## src/rtl/pwm_pkg.sv

```systemverilog
`default_nettype none
// ============================================================================
//  Module      : pwm_pkg
//  Description : Shared constants, FSM encoding and input-clamp helpers for
//                the PWM channel generator.
//  Revision    : 1.0 - initial release
// ============================================================================
package pwm_pkg;

    // Steps per PWM period; also the full-scale duty value.
    localparam int NSTEP_DEF = 100;

    // Shadow register reset values, matching the SPI register defaults.
    localparam logic [15:0] FREQ_RST = 16'd100;
    localparam logic [6:0]  DUTY_RST = 7'd50;

    // Channel FSM encoding.
    typedef enum logic [1:0] {
        ST_IDLE  = 2'd0,
        ST_RUN   = 2'd1,
        ST_DRAIN = 2'd2
    } pwm_state_t;

    // A zero step length would never advance; treat it as one tick.
    function automatic logic [15:0] clamp_freq(input logic [15:0] freq);
        return (freq == 16'd0) ? 16'd1 : freq;
    endfunction

    // Duty above full scale saturates at full scale.
    function automatic logic [6:0] clamp_duty(input logic [6:0] duty,
                                              input logic [6:0] nstep);
        return (duty > nstep) ? nstep : duty;
    endfunction

endpackage
`default_nettype wire

```

## src/rtl/pwm_prescaler.sv

```systemverilog
`default_nettype none
// ============================================================================
//  Module      : pwm_prescaler
//  Description : Divides the system clock into ticks of CLK_DIV clocks.
//                A synchronous clear re-phases the divider at channel start.
//  Revision    : 1.0 - initial release
// ============================================================================
module pwm_prescaler #(
    parameter int CLK_DIV = 1
) (
    input  logic clock,
    input  logic reset,
    input  logic i_enable,
    input  logic i_clear,
    output logic o_tick
);

    localparam int                c_cnt_w = (CLK_DIV > 1) ? $clog2(CLK_DIV) : 1;
    localparam logic [c_cnt_w-1:0] c_last = c_cnt_w'(CLK_DIV - 1);

    logic [c_cnt_w-1:0] r_pre_cnt;

    assign o_tick = (r_pre_cnt == c_last);

    // Free-running divider, wraps to zero on each tick while enabled.
    always_ff @(posedge clock or negedge reset) begin
        if (!reset) begin
            r_pre_cnt <= '0;
        end else if (i_clear) begin
            r_pre_cnt <= '0;
        end else if (i_enable) begin
            r_pre_cnt <= o_tick ? '0 : r_pre_cnt + 1'b1;
        end
    end

endmodule
`default_nettype wire

```

## src/rtl/pwm_channel_gen.sv

```systemverilog
`default_nettype none
// ============================================================================
//  Module      : pwm_channel_gen
//  Description : Single-channel PWM generator. Frequency and duty inputs are
//                captured into shadow registers only at period boundaries,
//                so the output never glitches on register writes.
//  Revision    : 1.0 - initial release
// ============================================================================
module pwm_channel_gen
    import pwm_pkg::*;
#(
    parameter int CLK_DIV = 1,
    parameter int NSTEP   = NSTEP_DEF
) (
    input  logic        clock,
    input  logic        reset,
    input  logic        enable,
    input  logic [15:0] pwm_freq,
    input  logic [6:0]  pwm_duty,
    output logic        pwm_out,
    output logic        period_start,
    output logic [15:0] active_freq,
    output logic [6:0]  active_duty,
    output logic        busy
);

    localparam logic [6:0] c_nstep    = 7'(NSTEP);
    localparam logic [6:0] c_nstep_m1 = 7'(NSTEP - 1);

    pwm_state_t  r_state;
    pwm_state_t  w_state_nxt;

    logic [15:0] r_freq_sh;
    logic [6:0]  r_duty_sh;
    logic [15:0] r_sub_cnt;
    logic [6:0]  r_step_cnt;
    logic        r_pwm_out;
    logic        r_period_start;

    logic        w_tick;
    logic        w_busy;
    logic        w_last_sub;
    logic        w_last_step;
    logic        w_pend;
    logic        w_start;
    logic        w_load;

    assign w_busy      = (r_state != ST_IDLE);
    assign w_last_sub  = (r_sub_cnt == r_freq_sh - 16'd1);
    assign w_last_step = (r_step_cnt == c_nstep_m1);
    assign w_pend      = w_busy & w_tick & w_last_sub & w_last_step;

    pwm_prescaler #(
        .CLK_DIV (CLK_DIV)
    ) u_prescaler (
        .clock    (clock),
        .reset    (reset),
        .i_enable (w_busy),
        .i_clear  (w_start),
        .o_tick   (w_tick)
    );

    // State register.
    always_ff @(posedge clock or negedge reset) begin
        if (!reset) begin
            r_state <= ST_IDLE;
        end else begin
            r_state <= w_state_nxt;
        end
    end

    // Next-state decode; a load happens at start and at every period end that continues running.
    always_comb begin
        w_state_nxt = r_state;
        w_start     = 1'b0;
        case (r_state)
            ST_IDLE: begin
                if (enable) begin
                    w_state_nxt = ST_RUN;
                    w_start     = 1'b1;
                end
            end
            ST_RUN: begin
                if (!enable) begin
                    w_state_nxt = w_pend ? ST_IDLE : ST_DRAIN;
                end
            end
            ST_DRAIN: begin
                // Re-enabling resumes the period in flight rather than restarting it.
                if (enable) begin
                    w_state_nxt = ST_RUN;
                end else if (w_pend) begin
                    w_state_nxt = ST_IDLE;
                end
            end
            default: begin
                w_state_nxt = ST_IDLE;
            end
        endcase
        w_load = w_start | (w_pend & (w_state_nxt == ST_RUN));
    end

    // Shadow registers and step counters; shadows hold their values while idle.
    always_ff @(posedge clock or negedge reset) begin
        if (!reset) begin
            r_freq_sh      <= FREQ_RST;
            r_duty_sh      <= DUTY_RST;
            r_sub_cnt      <= 16'd0;
            r_step_cnt     <= 7'd0;
            r_period_start <= 1'b0;
        end else begin
            r_period_start <= w_load;
            if (w_load) begin
                r_freq_sh  <= clamp_freq(pwm_freq);
                r_duty_sh  <= clamp_duty(pwm_duty, c_nstep);
                r_sub_cnt  <= 16'd0;
                r_step_cnt <= 7'd0;
            end else if (w_pend) begin
                r_sub_cnt  <= 16'd0;
                r_step_cnt <= 7'd0;
            end else if (w_busy && w_tick) begin
                if (w_last_sub) begin
                    r_sub_cnt  <= 16'd0;
                    r_step_cnt <= r_step_cnt + 7'd1;
                end else begin
                    r_sub_cnt  <= r_sub_cnt + 16'd1;
                end
            end
        end
    end

    // Registered duty compare; lags the counters by one clock.
    always_ff @(posedge clock or negedge reset) begin
        if (!reset) begin
            r_pwm_out <= 1'b0;
        end else begin
            r_pwm_out <= w_busy & (r_step_cnt < r_duty_sh);
        end
    end

    assign pwm_out      = r_pwm_out;
    assign period_start = r_period_start;
    assign active_freq  = r_freq_sh;
    assign active_duty  = r_duty_sh;
    assign busy         = w_busy;

endmodule
`default_nettype wire

```

## config.mk

```make
export PLATFORM = sky130hd
export DESIGN_NAME = pwm_channel_gen
export DESIGN_NICKNAME = d
export VERILOG_FILES = /design/src/rtl/pwm_pkg.sv /design/src/rtl/pwm_prescaler.sv /design/src/rtl/pwm_channel_gen.sv
export SDC_FILE = /design/constraint.sdc
export NUM_CORES = 1
export LEC_CHECK = 0
export CAP_MARGIN = 20
export CORE_ASPECT_RATIO = 0.5
export CORE_MARGIN = 4
export CORE_UTILIZATION = 50
export CTS_BUF_LIST = sky130_fd_sc_hd__clkbuf_8
export CTS_CLUSTER_SIZE = 8
export DETAILED_ROUTE_END_ITERATION = 6
export GPL_TIMING_DRIVEN = 0
export PLACE_DENSITY = 0.76
export SETUP_SLACK_MARGIN = 0.4
export SLEW_MARGIN = 20
export SYNTH_ARGS = -nofsm -noshare
export SYNTH_HDL_FRONTEND = slang
export SYNTH_HIERARCHICAL = 1
export SYNTH_SLANG_ARGS = --single-unit
```

## constraint.sdc

```tcl
create_clock -name clock -period 8.43 [get_ports clock]
set_input_delay 1.686 -clock clock [delete_from_list [all_inputs] [get_ports clock]]
set_output_delay 1.686 -clock clock [all_outputs]
set_load 0.05 [all_outputs]
```

# Yosys cells after proc, flatten, opt, wreduce, memory -nomap -nowiden

Index checks and enable logic that the tools add are counted.

Bits in registers: 51
Bits in latches: 0
Bits in writable memories: 0
ROM bits: 0
Input port bits: 26
Output and inout port bits: 26
Word-level logic and storage cells: 55
Memories: 0

$add $sub $neg: 4
Multipliers: 0
Divide/modulo/power cells: 0
Order comparisons: 2
Equality and inequality tests: 5
Shift operators: 0
Multiplexer cells: 21
Bitwise logic cells: 7
Reduce and logical (&&, ||, !) cells: 8

Operators by type and width:

| cell                  | number |
|---|---|
| $mux 16               | 5 |
| $mux 7                | 5 |
| $add 16x1->16 const B | 1 |
| $eq 16x16->1          | 1 |
| $logic_not 16->1      | 1 |
| $sub 16x1->16 const B | 1 |
| $mux 2                | 5 |
| $add 7x1->7 const B   | 1 |
| $eq 7x7->1 const B    | 1 |
| $gt 7x7->1 const B    | 1 |
| $lt 7x7->1            | 1 |
| $pmux 2 s3            | 1 |
| $reduce_bool 3->1     | 2 |
| $and 1x1->1           | 5 |
| $mux 1                | 5 |
| $eq 2x1->1 const B    | 2 |
| $reduce_bool 2->1     | 2 |
| $eq 2x2->1 const B    | 1 |
| $logic_not 2->1       | 1 |
| $reduce_and 2->1      | 1 |
| $add 1x1->1 const B   | 1 |
| $logic_and 1x1->1     | 1 |
| $not 1->1             | 1 |
| $or 1x1->1            | 1 |

# Longest topological paths before layout

Gate-level depths: netlist (run 1).

Word-level depth: 12
Gate-level depth with buffers: 11
Mapped depth without buffers: 10

# Cells and area by module

The synthesis (run 1) kept the hierarchy.

Modules (own cells, without submodules):

| module          | instances | cells an instance | area each (um^2) |
|---|---|---|---|
| pwm_channel_gen | 1         | 305               | 3121.7 |
| pwm_prescaler   | 1         | 2                 | 11.3 |

# Least setup slack after synthesis (run 1)

Ideal clock, no wire load.

Kind: register to register
Start point: register r_freq_sh[0] (netlist: active_freq[0])
End point: register r_duty_sh[2] (netlist: active_duty[2])
Arrival: 3.246 ns
Data required time: 8.305 ns
Setup slack: 5.059 ns
Cell stages (with the launch flop): 12
Buffers on the path: 1
Cells stage by stage: dfrtp_1 inv_1 ha_1 or3b_2 a2111oi_0 o2111a_1 nand4_1 nor4b_4 o21bai_4 clkinv_2 buf_12 mux2_4

Longest elaborated chain between the ends: 10
Elaborated cells on any way between the ends: 12
Classes of those cells: 1 x add/sub; 2 x eq/ne; 5 x mux; 4 x bitwise

Ends and longest elaborated chain:

| element                          | line                                         | source |
|---|---|---|
| from (decl)                      | pwm_channel_gen.sv:33                        | `logic [15:0] r_freq_sh;` |
| from (signal assigned)           | pwm_channel_gen.sv:114                       | `r_freq_sh <= clamp_freq(pwm_freq);` |
| $sub 16x1->16 *                  | pwm_channel_gen.sv:49                        | `assign w_last_sub = (r_sub_cnt == r_freq_sh - 16'd1);` |
| $eq 16x16->1 *                   | pwm_channel_gen.sv:49                        |  |
| $and 1x1->1 * (2 in series)      | pwm_channel_gen.sv:51                        | `assign w_pend = w_busy & w_tick & w_last_sub & w_last_step;` |
| $mux 2, on equally long branches | pwm_channel_gen.sv:92, pwm_channel_gen.sv:85 |  |
| $mux 2, on equally long branches | pwm_channel_gen.sv:90, pwm_channel_gen.sv:84 |  |
| $pmux 2 s3                       | pwm_channel_gen.sv:76                        | `case (r_state)` |
| $eq 2x1->1                       | pwm_channel_gen.sv:100                       | `w_load = w_start \| (w_pend & (w_state_nxt == ST_RUN));` |
| $and 1x1->1 *                    | pwm_channel_gen.sv:100                       |  |
| $or 1x1->1 *                     | pwm_channel_gen.sv:100                       |  |
| to (signal assigned)             | pwm_channel_gen.sv:115                       | `r_duty_sh <= clamp_duty(pwm_duty, c_nstep);` |
| to (decl)                        | pwm_channel_gen.sv:34                        | `logic [6:0] r_duty_sh;` |

Mark *: on every way between the ends. The rest lies on a longest branch, timed or not.
A chain may end at the register's enable or synchronous reset.

# Final worst setup path (run 1)

Start point: register r_freq_sh[0] (netlist: active_freq[0])
End point: register r_freq_sh[7] (netlist: active_freq[7])

Longest elaborated chain between the ends: 10
Elaborated cells on any way between the ends: 12
Classes of those cells: 1 x add/sub; 2 x eq/ne; 5 x mux; 4 x bitwise

Ends and longest elaborated chain:

| element                          | line |
|---|---|
| $sub 16x1->16 *                  | pwm_channel_gen.sv:49 |
| $eq 16x16->1 *                   | pwm_channel_gen.sv:49 |
| $and 1x1->1 * (2 in series)      | pwm_channel_gen.sv:51 |
| $mux 2, on equally long branches | pwm_channel_gen.sv:92, pwm_channel_gen.sv:85 |
| $mux 2, on equally long branches | pwm_channel_gen.sv:90, pwm_channel_gen.sv:84 |
| $pmux 2 s3                       | pwm_channel_gen.sv:76 |
| $eq 2x1->1                       | pwm_channel_gen.sv:100 |
| $and 1x1->1 *                    | pwm_channel_gen.sv:100 |
| $or 1x1->1 *                     | pwm_channel_gen.sv:100 |

Marked as above.

==> impl_results.md, run 1 <==
* Status: finished, final reports clean
* Clock tree buffer depth at 2
* Slew Limit Fails at 0
* Max Fclk at 270 MHz
* Yosys reg bits at 50
* Clock Skew at 0.00926 ns
* Area leader, netlist: dfrtp_1
* Layout Nets at 401
* Relative slew slack at 0.464
* CTS-repair resized insts at 0
* Post-synth net total at 342
* Max IR drop VDD at 153 uV
* Global-route usage over all layers at 0.202
* Nature of the critical path endpoint: flip-flop
* Required @ worst endpoint at 8.63 ns
* Largest net degree at the start of global routing at 33
* Sequential area share after synthesis at 0.402
* Post-synth EDFFs at 0
* Layout area overhead at 23.2%
* Synth warn at 6
* Power Density at 257 mW/mm^2
* GRT met3 Usage at 0.0424
* Clk pin slew, worst setup/hold paths at roughly 0.09 ns
* Clock latency on the worst-skew pair at 0.31 ns
* DRC Markers at 0
* Setup TNS at 0 ns
* Total vias in the final route at 2500
* DR vias/cell at 5.49
* Grt ovf at 0
* Grt peak-use layer: met2
* Clock Root Buffer: clkbuf_8
* Share of flip-flops with an asynchronous set or reset at 1.00
* Met2 usage in global routing at 0.326
* Synth top area share at 0.351
* Slew @ Worst Pin at about 0.8 ns
* Initial Util at 0.515
* Largest cells by area after synthesis: dfrtp_1 (35%), mux2_4 (7.7%), xor2_1 (6.2%)
* Crit path max fanout at 10
* Routed WL per cell at 15.9 um
* CP Launch Type: flip-flop
* Design area at roughly 0.0039 sq mm
* Final GP Congestion at 0.866
* Post-synthesis cell type count at between 50 and 60
* Met1 GRT Util at 0.277
* Critical path class: flip-flop to flip-flop
* Mapped Area at 0.00313 sq mm
* CTS H-tree depth at 2
* IO Port Bufs at 51
* Most instantiated cells after synthesis: dfrtp_1 (44), nor2_1 (27), xor2_1 (22)
* Synthesized instance count at about 310
* Worst hold path class: flip-flop to flip-flop
* Leak at 1.75 nW
* Height of the die at 64.0 um
* Most frequent cell after synthesis: dfrtp_1
* Layout cells sized above 1 at 0.134
* # fillers at around 510
* Cts hold-fix bufs at 0
* Cell Rows at 20
* Pre-Repair DR Iteration Count at 4
* Clk sinks at 50
* Primary FF master, synth: dfrtp_1
* Die footprint at 0.00767 sq mm
* CTS tree: done
* Die W at 120 um
* Unrepaired setup endpoints after global routing: no
* Worst Path Arrival at 3.91 ns
* Post CTS Setup Buffer Count at 0
* Final WL at slightly above 7000 um
* Core Footprint at 0.00608 sq mm
* Tmin final at 3.71 ns
* Max-cap violations at 0
* Fin. Hold Viols at 0
* Average size of a mapped cell at approximately 10 sq um
* Area after DPL at 0.00377 sq mm
* # IOs at 52
* Global-route wire length before repair at ~12000 um
* Fin crit share at 0.440
* Final HPWL DP at 5580 um
* Vias in the first global route at approximately 2500
* Initial drt markers at 117
* TritonCTS Buffers at 5
* Setup violators final at 0
* Initial antenna violation count at 0
* Ant diodes at 0
* Antenna-violating nets left at 0
[path summary, 6_finish.rpt]
check	startpoint	endpoint	slack (ns)	cells after the start
worst max register to register	active_freq[0]	active_freq[7]	4.72	11
worst min-delay path	active_duty[4]	active_duty[4]	0.52	2
worst min register to register	active_duty[4]	active_duty[4]	0.52	2
max in group asynchronous	reset	active_duty[1]	6.52	2
min in group asynchronous	reset	active_freq[11]	1.32	1
worst max-delay path	active_freq[0]	active_freq[7]	4.72	11
[state kept, by name (all words and copies together) (netlist names)]
signal and count:
period_start 1, r_sub_cnt 16, active_freq 16, r_state 2
r_step_cnt 7, pwm_out 1, active_duty 7
[metrics by stage]
| stage | total power [W] | hold slack [ns] | util | setup slack (ns) | instances |
|---|---|---|---|---|---|
| floorplan | 0.000696 | 0.485 | - | 5.06 | 307 |
| global placement | 0.000841 | 0.505 | 0.617 | 4.27 | 446 |
| detailed placement | 0.000853 | 0.510 | 0.620 | 4.41 | 447 |
| CTS | 0.000998 | 0.523 | 0.635 | 4.74 | 455 |
| global route | 0.00105 | 0.546 | 0.635 | 4.52 | 455 |
| finish | 0.000993 | 0.517 | 0.635 | 4.72 | 455 |
[placed cells by master, fill, tap and decap left out, types with 2 or more instances in the layout]
cell,netlist,final
clkbuf_1,5,5
ha_1,9,9
nand4b_1,2,2
buf_2,2,3
clkdlybuf4s50_1,0,50
xor2_1,22,22
nor2b_1,6,6
and2_1,4,4
mux2_2,3,3
o31ai_1,2,2
nand2b_1,4,4
nor2_1,27,27
dfstp_2,6,6
nand2_1,20,20
mux2i_1,6,6
o22ai_1,2,2
or4_1,4,4
mux2_4,16,16
a21o_1,7,7
o21ai_0,9,9
buf_12,2,3
xnor2_1,8,8
inv_1,11,13
o211a_1,2,2
nor3_1,10,10
a21oi_1,6,6
or3b_2,2,2
nor4_1,5,5
nand4_1,7,7
a32o_1,3,3
nand3_1,15,15
and3_1,5,5
or2_2,3,3
dfrtp_1,44,44
nor4b_1,3,3
clkbuf_8,0,6
[cells by family (layout without fill, tap and decap cells)]
kind of cell / after synthesis / count (layout) / synth area share
other cells: 1 / 1 / 0.00120
mux: 25 / 25 / 0.107
buf+inv: 23 / 83 / 0.0427
compound gates: 43 / 43 / 0.101
fa+ha+maj: 9 / 9 / 0.0359
simple gates: 125 / 125 / 0.220
xor+xnor: 31 / 31 / 0.0911
flops: 50 / 50 / 0.402
[cell type report]
type / instances / area, sq um / share of cell area
buffer: 11 / 87.6 / 0.0227
timing repair buffer: 52 / 526 / 0.136
tap: 88 / 110 / 0.0285
multi-input combinational: 234 / 1740 / 0.451
clock inverter: 2 / 7.51 / 0.00195
clock buffer: 6 / 82.6 / 0.0214
sequential: 50 / 1260 / 0.326
inverter: 12 / 46.3 / 0.0120
[critical path, cell delays in order (launching register included)]
cell and delay, ns:
dfrtp_1 0.45, inv_1 0.12, ha_1 0.29, or3b_2 0.49, a2111oi_0 0.40, o2111a_1 0.24
nand4_1 0.21, nor4b_4 0.67, o21bai_4 0.15, clkinv_2 0.12, buf_12 0.15, mux2_4 0.30
[report_power, final]
group	internal, W	switching, W
sequential	0.000294	0.0000620
clock	0.0000647	0.0000788
combinational	0.000206	0.000287
[metal layers]
layer,up-vias,share of wire
met5,-,0
met1,1215,0.47
met4,0,0.014
li1,1214,-
met2,59,0.46
met3,12,0.052
(Power assumes the default switching activity.)
==> run 2: changes to the inputs <==
==> constraint.sdc (replaced) <==
create_clock -name clock -period 3.8 [get_ports clock]
set_input_delay 0.76 -clock clock [delete_from_list [all_inputs] [get_ports clock]]
set_output_delay 0.76 -clock clock [all_outputs]
set_load 0.05 [all_outputs]
==> impl_results.md, run 2 (synthesis results as in run 1) <==
* Crit path buffers/inverters at 2 (-1)
* Flop pwr share at 0.359 (about the same)
* TritonCTS Buffers at 5 (unchanged)
* Die footprint at 0.00767 sq mm (unchanged)
* Clock Skew at 0.0103 ns (+0.00106 ns)
* Layout Nets at 402 (+0.25%)
* Clock Root Buffer: clkbuf_8
* Unrepaired setup endpoints after global routing: no
* Routed WL per cell at 16.0 um (+0.37%)
* Cell count of the worst reg-to-reg path at 10 (-1)
* DRC Markers at 0 (unchanged)
* Status: finished, final reports clean
* Grt ovf at 0 (unchanged)
* Antenna-violating nets left at 0 (unchanged)
* Required @ worst endpoint at 4.00 ns (-4.63 ns)
* Core Footprint at 0.00608 sq mm (unchanged)
* Height of the die at 64.0 um (unchanged)
* P_int at 0.00126 W (+120%)
* Clk sinks at 50 (unchanged)
* Worst-path cell chain: inv_1 > ha_2 > or3b_2 > a2111oi_1 > o2111a_1 > nand4_1 > or4_4 > nand2_2 > clkbuf_4 > nor2_1
* Crit path max fanout at 10 (unchanged)
* Ant diodes at 0 (unchanged)
* Max-cap violations at 0 (unchanged)
* Global-route wire length before repair at 12400 um (+0.39%)
* IO Port Bufs at 51 (unchanged)
* Clk pin slew, worst setup/hold paths at 0.09 ns (about the same)
* Final WL at 7290 um (+0.59%)
* Clock tree buffer depth at 2 (unchanged)
* CP delay by family, top: simple AND/OR/NAND/NOR gates
* CTS tree: done
* CTS H-tree depth at 2 (unchanged)
* CP Launch Type: flip-flop
* Cell Rows at 20 (unchanged)
* Relative slew slack at 0.494 (+0.0296)
* Switching pwr at 0.000951 W (+120%)
* Slew Limit Fails at 0 (unchanged)
* Pre-Repair DR Iteration Count at 4 (unchanged)
* Layout cells sized above 1 at 0.141 (+0.00779)
* Nature of the critical path endpoint: flip-flop
* Leak at 1.75 nW (+0.19%)
* Placed insts at 447 (unchanged)
* Commonest non-fill, non-tap cell in the layout: clkdlybuf4s50_1
* Flop-to-flop setup slack at 0.53 ns (-4.19 ns)
* Largest stage delay, worst path at 0.64 ns (-0.03 ns)
* Vias in the first global route at 2523 (+0.60%)
* Worst Path Arrival at 3.46 ns (-0.45 ns)
* R2r startpoint: active_freq[0]
* CP max stage cell: or4_4
* Slew @ Worst Pin at 0.752 ns (-0.0440 ns)
* Max IR drop VDD at 338 uV (+120%)
* Fin. Hold Viols at 0 (unchanged)
* Global-route usage over all layers at 0.202 (+0.000578)
* Max Fclk at 306 MHz (+14%)
* DR vias/cell at 5.55 (+1.1%)
* Setup violators final at 0 (unchanged)
* Final HPWL DP at 5580 um (unchanged)
* Non-Filler Instances at 456 (+0.22%)
* Part of the power in the clock network at 0.144 (about the same)
* Initial Util at 0.515 (unchanged)
* Critical path class: flip-flop to flip-flop
* Worst hold path class: input port to asynchronous set/reset pin
* R2R Path End: r_sub_cnt[7]
* # IOs at 52 (unchanged)
* Net Sw Frac at 0.431 (about the same)
* Die W at 120 um (unchanged)
* Largest net degree at the start of global routing at 33 (unchanged)
* Layout area overhead at 23.7%
* Power Density at 570 mW/mm^2 (+120%)
* Setup TNS at 0 ns (unchanged)
* Tmin final at 3.27 ns (-0.443 ns)
* Initial drt markers at 115 (-1.7%)
* Total vias in the final route at 2532 (+1.3%)
* Comb pwr share at 0.497 (about the same)
* WP depth at 10 (-1)
* Fin crit share at 0.860 (+0.420)
* Final GP Congestion at 0.866 (unchanged)
* Most frequent cells in the layout: clkdlybuf4s50_1 (50), dfrtp_1 (44), nor2_1 (27)
* Initial antenna violation count at 0 (unchanged)
* Clock latency on the worst-skew pair at 0.31 ns (about the same)
==> run 2: metal layers <==
metal,track usage,share of wire
met1,0.277,0.47
met2,0.328,0.47
met3,0.0424,0.047
met4,0.0571,0.012
met5,0,0
==> run 2: worst reg2reg max path: stages (launching register included) <==
cell and delay [ns]:
dfrtp_1 0.46, inv_1 0.12, ha_2 0.25, or3b_2 0.48, a2111oi_1 0.35, o2111a_1 0.23
nand4_1 0.21, or4_4 0.64, nand2_2 0.14, clkbuf_4 0.21, nor2_1 0.06
==> run 2: metrics by stage <==
stage                util  instance area, sq um  total power, W  hold slack (ns)  setup WS, ns
floorplan               -                  3130         0.00154            0.464         0.429
global placement    0.617                  3750         0.00187            0.505         0.210
detailed placement  0.620                  3770         0.00189            0.510         0.133
CTS                 0.636                  3870         0.00221            0.396         0.438
global route        0.637                  3870         0.00233            0.414         0.391
finish              0.637                  3870         0.00221            0.389         0.533
==> run 2: how the worst max path moves through the flow <==
stage / start / to / slack [ns]
final: active_freq[0] / r_sub_cnt[7] / 0.53
after floorplan: active_freq[0] / active_duty[2] / 0.43
after detailed placement: active_freq[0] / active_freq[8] / 0.13
after global routing: active_freq[0] / r_sub_cnt[8] / 0.39
after global placement: active_freq[0] / active_freq[3] / 0.21
after CTS: active_freq[0] / r_sub_cnt[8] / 0.44
==> run 2: layout make-up <==
class | count | area (sq um)
Sequential cell | 50 | 1260
Clock inverter | 2 | 7.51
Clock buffer | 6 | 82.6
Fill cell | 505 | 2210
Tap cell | 88 | 110
Multi-Input combinational cell | 234 | 1750
Timing Repair Buffer | 53 | 533
Inverter | 12 | 46.3
Buffer | 11 | 90.1
==> run 2: what timing repair did <==
item / 4_1_cts / 5_1_grt
gates resized for setup: 1 / 3
buffers inserted: 1 / 0
pin swaps: 1 / 1
hold endpoints to repair: 0 / 0
setup endpoints to repair: 30 / 24
hold buffers: 0 / 0
==> run 2: power by group through the flow <==
stage / Clock [W] / Combinational [W] / Sequential (W)
2_1_floorplan: 0 / 0.000464 / 0.00108
3_3_place_gp: 0 / 0.00107 / 0.000794
3_5_place_dp: 0 / 0.00109 / 0.000799
4_1_cts: 0.000326 / 0.00110 / 0.000790
5_1_grt: 0.000347 / 0.00117 / 0.000811
6_report: 0.000319 / 0.00110 / 0.000791
